`src/rtl/id_skid_if.sv`:
```
// Handshake bundle for id_skid: fetch-side offer, execute-side head with decoded fields.
// The slave modport is the buffer; the master modport is whoever drives fetch/execute.
interface id_skid_if #(
    parameter int unsigned PcWidth   = 64,
    parameter int unsigned InstWidth = 32
);
    logic                 flush;
    logic                 if_valid;
    logic [PcWidth-1:0]   if_pc;
    logic [InstWidth-1:0] if_inst;
    logic                 id_ready;
    logic                 id_valid;
    logic                 ex_ready;
    logic [PcWidth-1:0]   id_pc;
    logic [InstWidth-1:0] id_inst;
    logic [6:0]           opcode;
    logic [4:0]           rd;
    logic [2:0]           funct3;
    logic [4:0]           rs1;
    logic [4:0]           rs2;
    logic [63:0]          imm_i;

    modport master (
        output flush, if_valid, if_pc, if_inst, ex_ready,
        input  id_ready, id_valid, id_pc, id_inst, opcode, rd, funct3, rs1, rs2, imm_i
    );

    modport slave (
        input  flush, if_valid, if_pc, if_inst, ex_ready,
        output id_ready, id_valid, id_pc, id_inst, opcode, rd, funct3, rs1, rs2, imm_i
    );
endinterface

```
`src/rtl/id_skid.sv`:
```
// Decode-stage entry buffer: two-deep (main + skid) receiver of the IF->ID handshake,
// presenting the head entry with RV64 fields split out toward execute.
module id_skid #(
    parameter int unsigned PcWidth   = 64,
    parameter int unsigned InstWidth = 32
) (
    input logic        clk,
    input logic        rst,
    id_skid_if.slave   bus
);

    logic                 main_v_q, main_v_d;
    logic [PcWidth-1:0]   main_pc_q, main_pc_d;
    logic [InstWidth-1:0] main_inst_q, main_inst_d;
    logic                 skid_v_q, skid_v_d;
    logic [PcWidth-1:0]   skid_pc_q, skid_pc_d;
    logic [InstWidth-1:0] skid_inst_q, skid_inst_d;

    logic ready;
    logic push;
    logic pop;

    // Ready depends only on occupancy, never on ex_ready.
    assign ready = !rst && !skid_v_q;
    assign push  = bus.if_valid && ready;
    assign pop   = main_v_q && bus.ex_ready;

    always_comb begin
        main_v_d    = main_v_q;
        main_pc_d   = main_pc_q;
        main_inst_d = main_inst_q;
        skid_v_d    = skid_v_q;
        skid_pc_d   = skid_pc_q;
        skid_inst_d = skid_inst_q;
        if (bus.flush) begin
            main_v_d = 1'b0;
            skid_v_d = 1'b0;
        end else if (!main_v_q) begin
            if (push) begin
                main_v_d    = 1'b1;
                main_pc_d   = bus.if_pc;
                main_inst_d = bus.if_inst;
            end
        end else if (pop && skid_v_q) begin
            main_pc_d   = skid_pc_q;
            main_inst_d = skid_inst_q;
            skid_v_d    = 1'b0;
        end else if (pop) begin
            if (push) begin
                main_pc_d   = bus.if_pc;
                main_inst_d = bus.if_inst;
            end else begin
                main_v_d = 1'b0;
            end
        end else if (push) begin
            skid_v_d    = 1'b1;
            skid_pc_d   = bus.if_pc;
            skid_inst_d = bus.if_inst;
        end
    end

    always_ff @(posedge clk) begin
        if (rst) begin
            main_v_q    <= 1'b0;
            main_pc_q   <= '0;
            main_inst_q <= '0;
            skid_v_q    <= 1'b0;
            skid_pc_q   <= '0;
            skid_inst_q <= '0;
        end else begin
            main_v_q    <= main_v_d;
            main_pc_q   <= main_pc_d;
            main_inst_q <= main_inst_d;
            skid_v_q    <= skid_v_d;
            skid_pc_q   <= skid_pc_d;
            skid_inst_q <= skid_inst_d;
        end
    end

    assign bus.id_ready = ready;
    assign bus.id_valid = main_v_q;
    assign bus.id_pc    = main_pc_q;
    assign bus.id_inst  = main_inst_q;
    assign bus.opcode   = main_inst_q[6:0];
    assign bus.rd       = main_inst_q[11:7];
    assign bus.funct3   = main_inst_q[14:12];
    assign bus.rs1      = main_inst_q[19:15];
    assign bus.rs2      = main_inst_q[24:20];
    assign bus.imm_i    = {{52{main_inst_q[31]}}, main_inst_q[31:20]};

endmodule

```
`src/flat_wrapper.sv`:
```
// flat-port wrapper written by rule: the top's interface ports become plain ports
module id_skid_flat 
#(
    parameter int unsigned PcWidth   = 64,
    parameter int unsigned InstWidth = 32
)
  (clk, rst, bus_flush, bus_if_valid, bus_if_pc, bus_if_inst, bus_ex_ready, bus_id_ready, bus_id_valid, bus_id_pc, bus_id_inst, bus_opcode, bus_rd, bus_funct3, bus_rs1, bus_rs2, bus_imm_i);
  id_skid_if #(.PcWidth(PcWidth), .InstWidth(InstWidth)) bus_i ();
  input logic clk;
  input logic rst;
  input wire logic [$bits(bus_i.flush)-1:0] bus_flush;
  input wire logic [$bits(bus_i.if_valid)-1:0] bus_if_valid;
  input wire logic [$bits(bus_i.if_pc)-1:0] bus_if_pc;
  input wire logic [$bits(bus_i.if_inst)-1:0] bus_if_inst;
  input wire logic [$bits(bus_i.ex_ready)-1:0] bus_ex_ready;
  output wire logic [$bits(bus_i.id_ready)-1:0] bus_id_ready;
  output wire logic [$bits(bus_i.id_valid)-1:0] bus_id_valid;
  output wire logic [$bits(bus_i.id_pc)-1:0] bus_id_pc;
  output wire logic [$bits(bus_i.id_inst)-1:0] bus_id_inst;
  output wire logic [$bits(bus_i.opcode)-1:0] bus_opcode;
  output wire logic [$bits(bus_i.rd)-1:0] bus_rd;
  output wire logic [$bits(bus_i.funct3)-1:0] bus_funct3;
  output wire logic [$bits(bus_i.rs1)-1:0] bus_rs1;
  output wire logic [$bits(bus_i.rs2)-1:0] bus_rs2;
  output wire logic [$bits(bus_i.imm_i)-1:0] bus_imm_i;
  assign bus_i.flush = bus_flush;
  assign bus_i.if_valid = bus_if_valid;
  assign bus_i.if_pc = bus_if_pc;
  assign bus_i.if_inst = bus_if_inst;
  assign bus_i.ex_ready = bus_ex_ready;
  assign bus_id_ready = bus_i.id_ready;
  assign bus_id_valid = bus_i.id_valid;
  assign bus_id_pc = bus_i.id_pc;
  assign bus_id_inst = bus_i.id_inst;
  assign bus_opcode = bus_i.opcode;
  assign bus_rd = bus_i.rd;
  assign bus_funct3 = bus_i.funct3;
  assign bus_rs1 = bus_i.rs1;
  assign bus_rs2 = bus_i.rs2;
  assign bus_imm_i = bus_i.imm_i;
  id_skid #(.PcWidth(PcWidth), .InstWidth(InstWidth)) u_core (.clk(clk), .rst(rst), .bus(bus_i));
endmodule
```
`config.mk`:
```
export PLATFORM = sky130hd
export DESIGN_NAME = id_skid_flat
export DESIGN_NICKNAME = d
export VERILOG_FILES = /design/src/rtl/id_skid_if.sv /design/src/rtl/id_skid.sv /design/src/flat_wrapper.sv
export SDC_FILE = /design/constraint.sdc
export NUM_CORES = 1
export LEC_CHECK = 0
export ABC_AREA = 1
export CAP_MARGIN = 0
export CORE_ASPECT_RATIO = 0.7
export CORE_MARGIN = 2
export CORE_UTILIZATION = 49
export CTS_BUF_LIST = sky130_fd_sc_hd__clkbuf_4
export CTS_CLUSTER_SIZE = 8
export DETAILED_ROUTE_END_ITERATION = 7
export GPL_TIMING_DRIVEN = 1
export MAX_ROUTING_LAYER = met4
export PLACE_DENSITY = 0.81
export SYNTH_ARGS = -nofsm -noshare
export SYNTH_HDL_FRONTEND = slang
export SYNTH_SLANG_ARGS = --single-unit
export TNS_END_PERCENT = 20
```
`constraint.sdc`:
```
create_clock -name clk -period 2.35 [get_ports clk]
set_clock_uncertainty 0.1 [all_clocks]
set_input_delay 0.3525 -clock clk [delete_from_list [all_inputs] [get_ports clk]]
set_output_delay 0.3525 -clock clk [all_outputs]
set_load 0.1 [all_outputs]
```
==> reports/results.txt <==
outcome: finished, final reports clean
M1 wire length: 11500 microns
Die Y: 121 microns
Yosys reg bits: 194
mapped cell area: 0.00959 sq mm
pin count of the biggest net entering global routing: 193
WS Path Type: flip-flop to output pin
slowest cell on the critical path: buf_4
post-synthesis sequential area ratio: 0.405
max-cap violation count: 0
synthesis-to-layout area growth: 29.4%
Critical Path AT: 1.75 ns
worst endpoint required time: 1.90 ns
Mean Syn Cell Area: 6.54 sq um
Synth Net Count: 1567
Remaining DRCs: 0
dpl ws: 0.0880 ns
fin crit share: 0.936
Initial DRC Count: 959
CP Capture Type: output pin
Setup TNS Final: 0 ns
Crit. path cell count: 2
RSZ-0062 raised after global routing: no
Initial Utilization: 0.504
DPL Wire Length: 17000 microns
type of the worst min-delay path: primary input to flip-flop
met3 wire length: 2230 microns
CP top delay family: buffers and inverters
CTS Buffer Depth: 2
Final WS setup: 0.151 ns
Routed Antenna Nets: 0
slowest stage delay, CP: 0.49 ns
root buf cell: clkbuf_4
first drt pass iteration count: 5
slew at the pin closest to its max-slew limit: 0.830 ns
startpoint types: flip-flop
fraction of layout cells with a size suffix above 1: 0.159
reg2reg setup slack: 0.54 ns
DR vias: 9345
DR WL met2: 12300 microns
Setup Fix Bufs, Post-CTS: 0
CTS sink count: 194
H-tree Lvls: 4
die area: 0.0207 sq mm
worst r2r src: u_core.skid_v_q$_SDFFE_PP0P_
Syn Inst Count: 1466
Cell Pwr Density: 624 mW/mm^2
CP Cell Sequence: buf_4, buf_12
setup violators final: 0
first-pass GRT wire length: 41800 microns
CTS Hold Bufs: 0
Synth Warn #: 0
Bufs and invs on worst path: 2
Pleak: 6.11 nW
Worst R2R End: u_core.skid_pc_q[59]$_SDFFE_PP0P_
Min Clock Period, post-route: 2.20 ns
Core Area: 0.0190 sq mm
Placed Area: 0.0121 sq mm
max-slew violations: 0
Yosys cell types: 22
vias in the first global route: 8296
CTS tree: yes
critical hold path startpoint: bus_ex_ready
VDD IR max: 326 uV
Hold Crit Depth: 4
CP max FO: 19
site row count: 42
Vias/cell: 4.97
Routed WL per cell: 14.0 microns
GRT Residual Overflow: 0
initial antenna violation count: 2
Slew HR: 0.447
routability cong.: 0.812
Reg2Reg Depth: 8
IO buf count: 287
Skew-Pair Late Insertion Delay: 0.58 ns
Final Cell Area: 0.0124 sq mm
Total Wirelength: 26200 microns
Max Used Layer: met4
I/O pin count: 288
fmax: 0.455 GHz
CTS clk-pin slew, worst paths: 0.16 ns
final number of hold-violating endpoints: 0
Horiz. Die Dim: 171 microns
hold endpoint: u_core.skid_v_q$_SDFFE_PP0P_
number of CTS-inserted buffers: 17
Final Net Count: 1701
Overall Global Routing Usage: 0.257
[flip-flops by register name (all words and copies together), names as in the netlist]
signal / count
u_core.bus.id_valid: 1
u_core.bus.id_pc: 64
u_core.bus.id_inst: 32
u_core.skid_v_q: 1
u_core.skid_inst_q: 32
u_core.skid_pc_q: 64
[layout make-up]
| type | instances | area, sq um |
|---|---|---|
| antenna | 2 | 5.00 |
| clock buffer | 17 | 128 |
| clock inverter | 15 | 198 |
| fill | 1651 | 6620 |
| inverter | 101 | 383 |
| multi-input combinational | 977 | 4080 |
| sequential | 194 | 3890 |
| tap | 264 | 330 |
| timing repair buffer | 309 | 3380 |
[Yosys cell counts]
library cell | number | area (sq um)
nand2_1 | 388 | 1460
nor2_1 | 386 | 1450
dfxtp_1 | 194 | 3880
inv_1 | 98 | 368
nand4_1 | 95 | 594
buf_4 | 93 | 698
o21ai_0 | 83 | 415
clkbuf_1 | 49 | 184
buf_2 | 34 | 170
buf_6 | 17 | 191
o21ai_1 | 12 | 60.1
inv_2 | 3 | 11.3
a21oi_1 | 2 | 10.0
nand2_2 | 2 | 12.5
nand3_1 | 2 | 10.0
nor2_2 | 2 | 12.5
clkbuf_2 | 1 | 5.00
nand2_4 | 1 | 11.3
nand3_2 | 1 | 10.0
nand3_4 | 1 | 17.5
nor2_4 | 1 | 11.3
nor3_1 | 1 | 5.00
[worst register-to-register path, cell delays in order, from the launching register on]
cell     delay, ns
dfxtp_4       0.42
nor2_4        0.06
nand2_2       0.08
inv_2         0.05
nand3_4       0.06
buf_12        0.53
nand2_1       0.27
nand2_1       0.10
nor2_1        0.04
[where the power goes]
group / switching (mW) / internal [mW]
sequential: 0.0634 / 3.38
clock: 1.25 / 0.775
combinational: 1.65 / 0.613
total: 2.96 / 4.77
[metal layers]
metal	track usage	up-vias
li1	-	4698
met1	0.332	4264
met2	0.412	365
met3	0.0554	18
met4	0.0678	0
met5	-	-
[placed cells by master (no fill, tap or decap), drive strengths merged]
cell type / instances
bufinv: 3
buf: 210
diode: 2
clkinvlp: 2
nand2: 391
inv: 107
clkdlybuf4s50: 99
nand3: 4
clkbuf: 17
nor2: 389
clkinv: 4
a21oi: 2
nor3: 1
nand4: 95
dfxtp: 194
o21ai: 95
[per-stage QoR]
step,total power [mW],cells,utilization,hold slack [ns]
CTS,7.80,1877,0.652,0.153
finish,7.73,1879,0.652,0.219
global placement,5.76,1845,0.634,0.369
floorplan,5.17,1466,-,0.322
global route,8.02,1879,0.652,0.192
detailed placement,5.78,1845,0.634,0.373
[kinds of logic after synthesis]
family                 Yosys count  synth area share
AND/OR/NAND/NOR                880             0.374
flip-flops                     194             0.405
buffers and inverters          295             0.170
AO/OA/AOI/OAI                   97            0.0506
[how the worst max path moves through the flow]
stage	slack (ns)	to	from
4_1_cts	0.09	bus_imm_i[47]	u_core.bus.id_inst[31]$_SDFFE_PP0P_
3_3_place_gp	0.13	u_core.skid_pc_q[47]$_SDFFE_PP0P_	rst
6_report	0.15	bus_imm_i[47]	u_core.bus.id_inst[31]$_SDFFE_PP0P_
3_5_place_dp	0.09	u_core.skid_pc_q[25]$_SDFFE_PP0P_	rst
2_1_floorplan	0.14	u_core.bus.id_inst[20]$_SDFFE_PP0P_	u_core.bus.id_valid$_SDFF_PP0_
5_1_grt	0.06	bus_imm_i[63]	u_core.bus.id_inst[31]$_SDFFE_PP0P_
[repair_timing]
item,CTS,global route
hold endpoints to repair,0,0
gates resized for setup,1,0
setup endpoints to repair,1,0
Note: power is estimated with default switching activity, not from simulation.
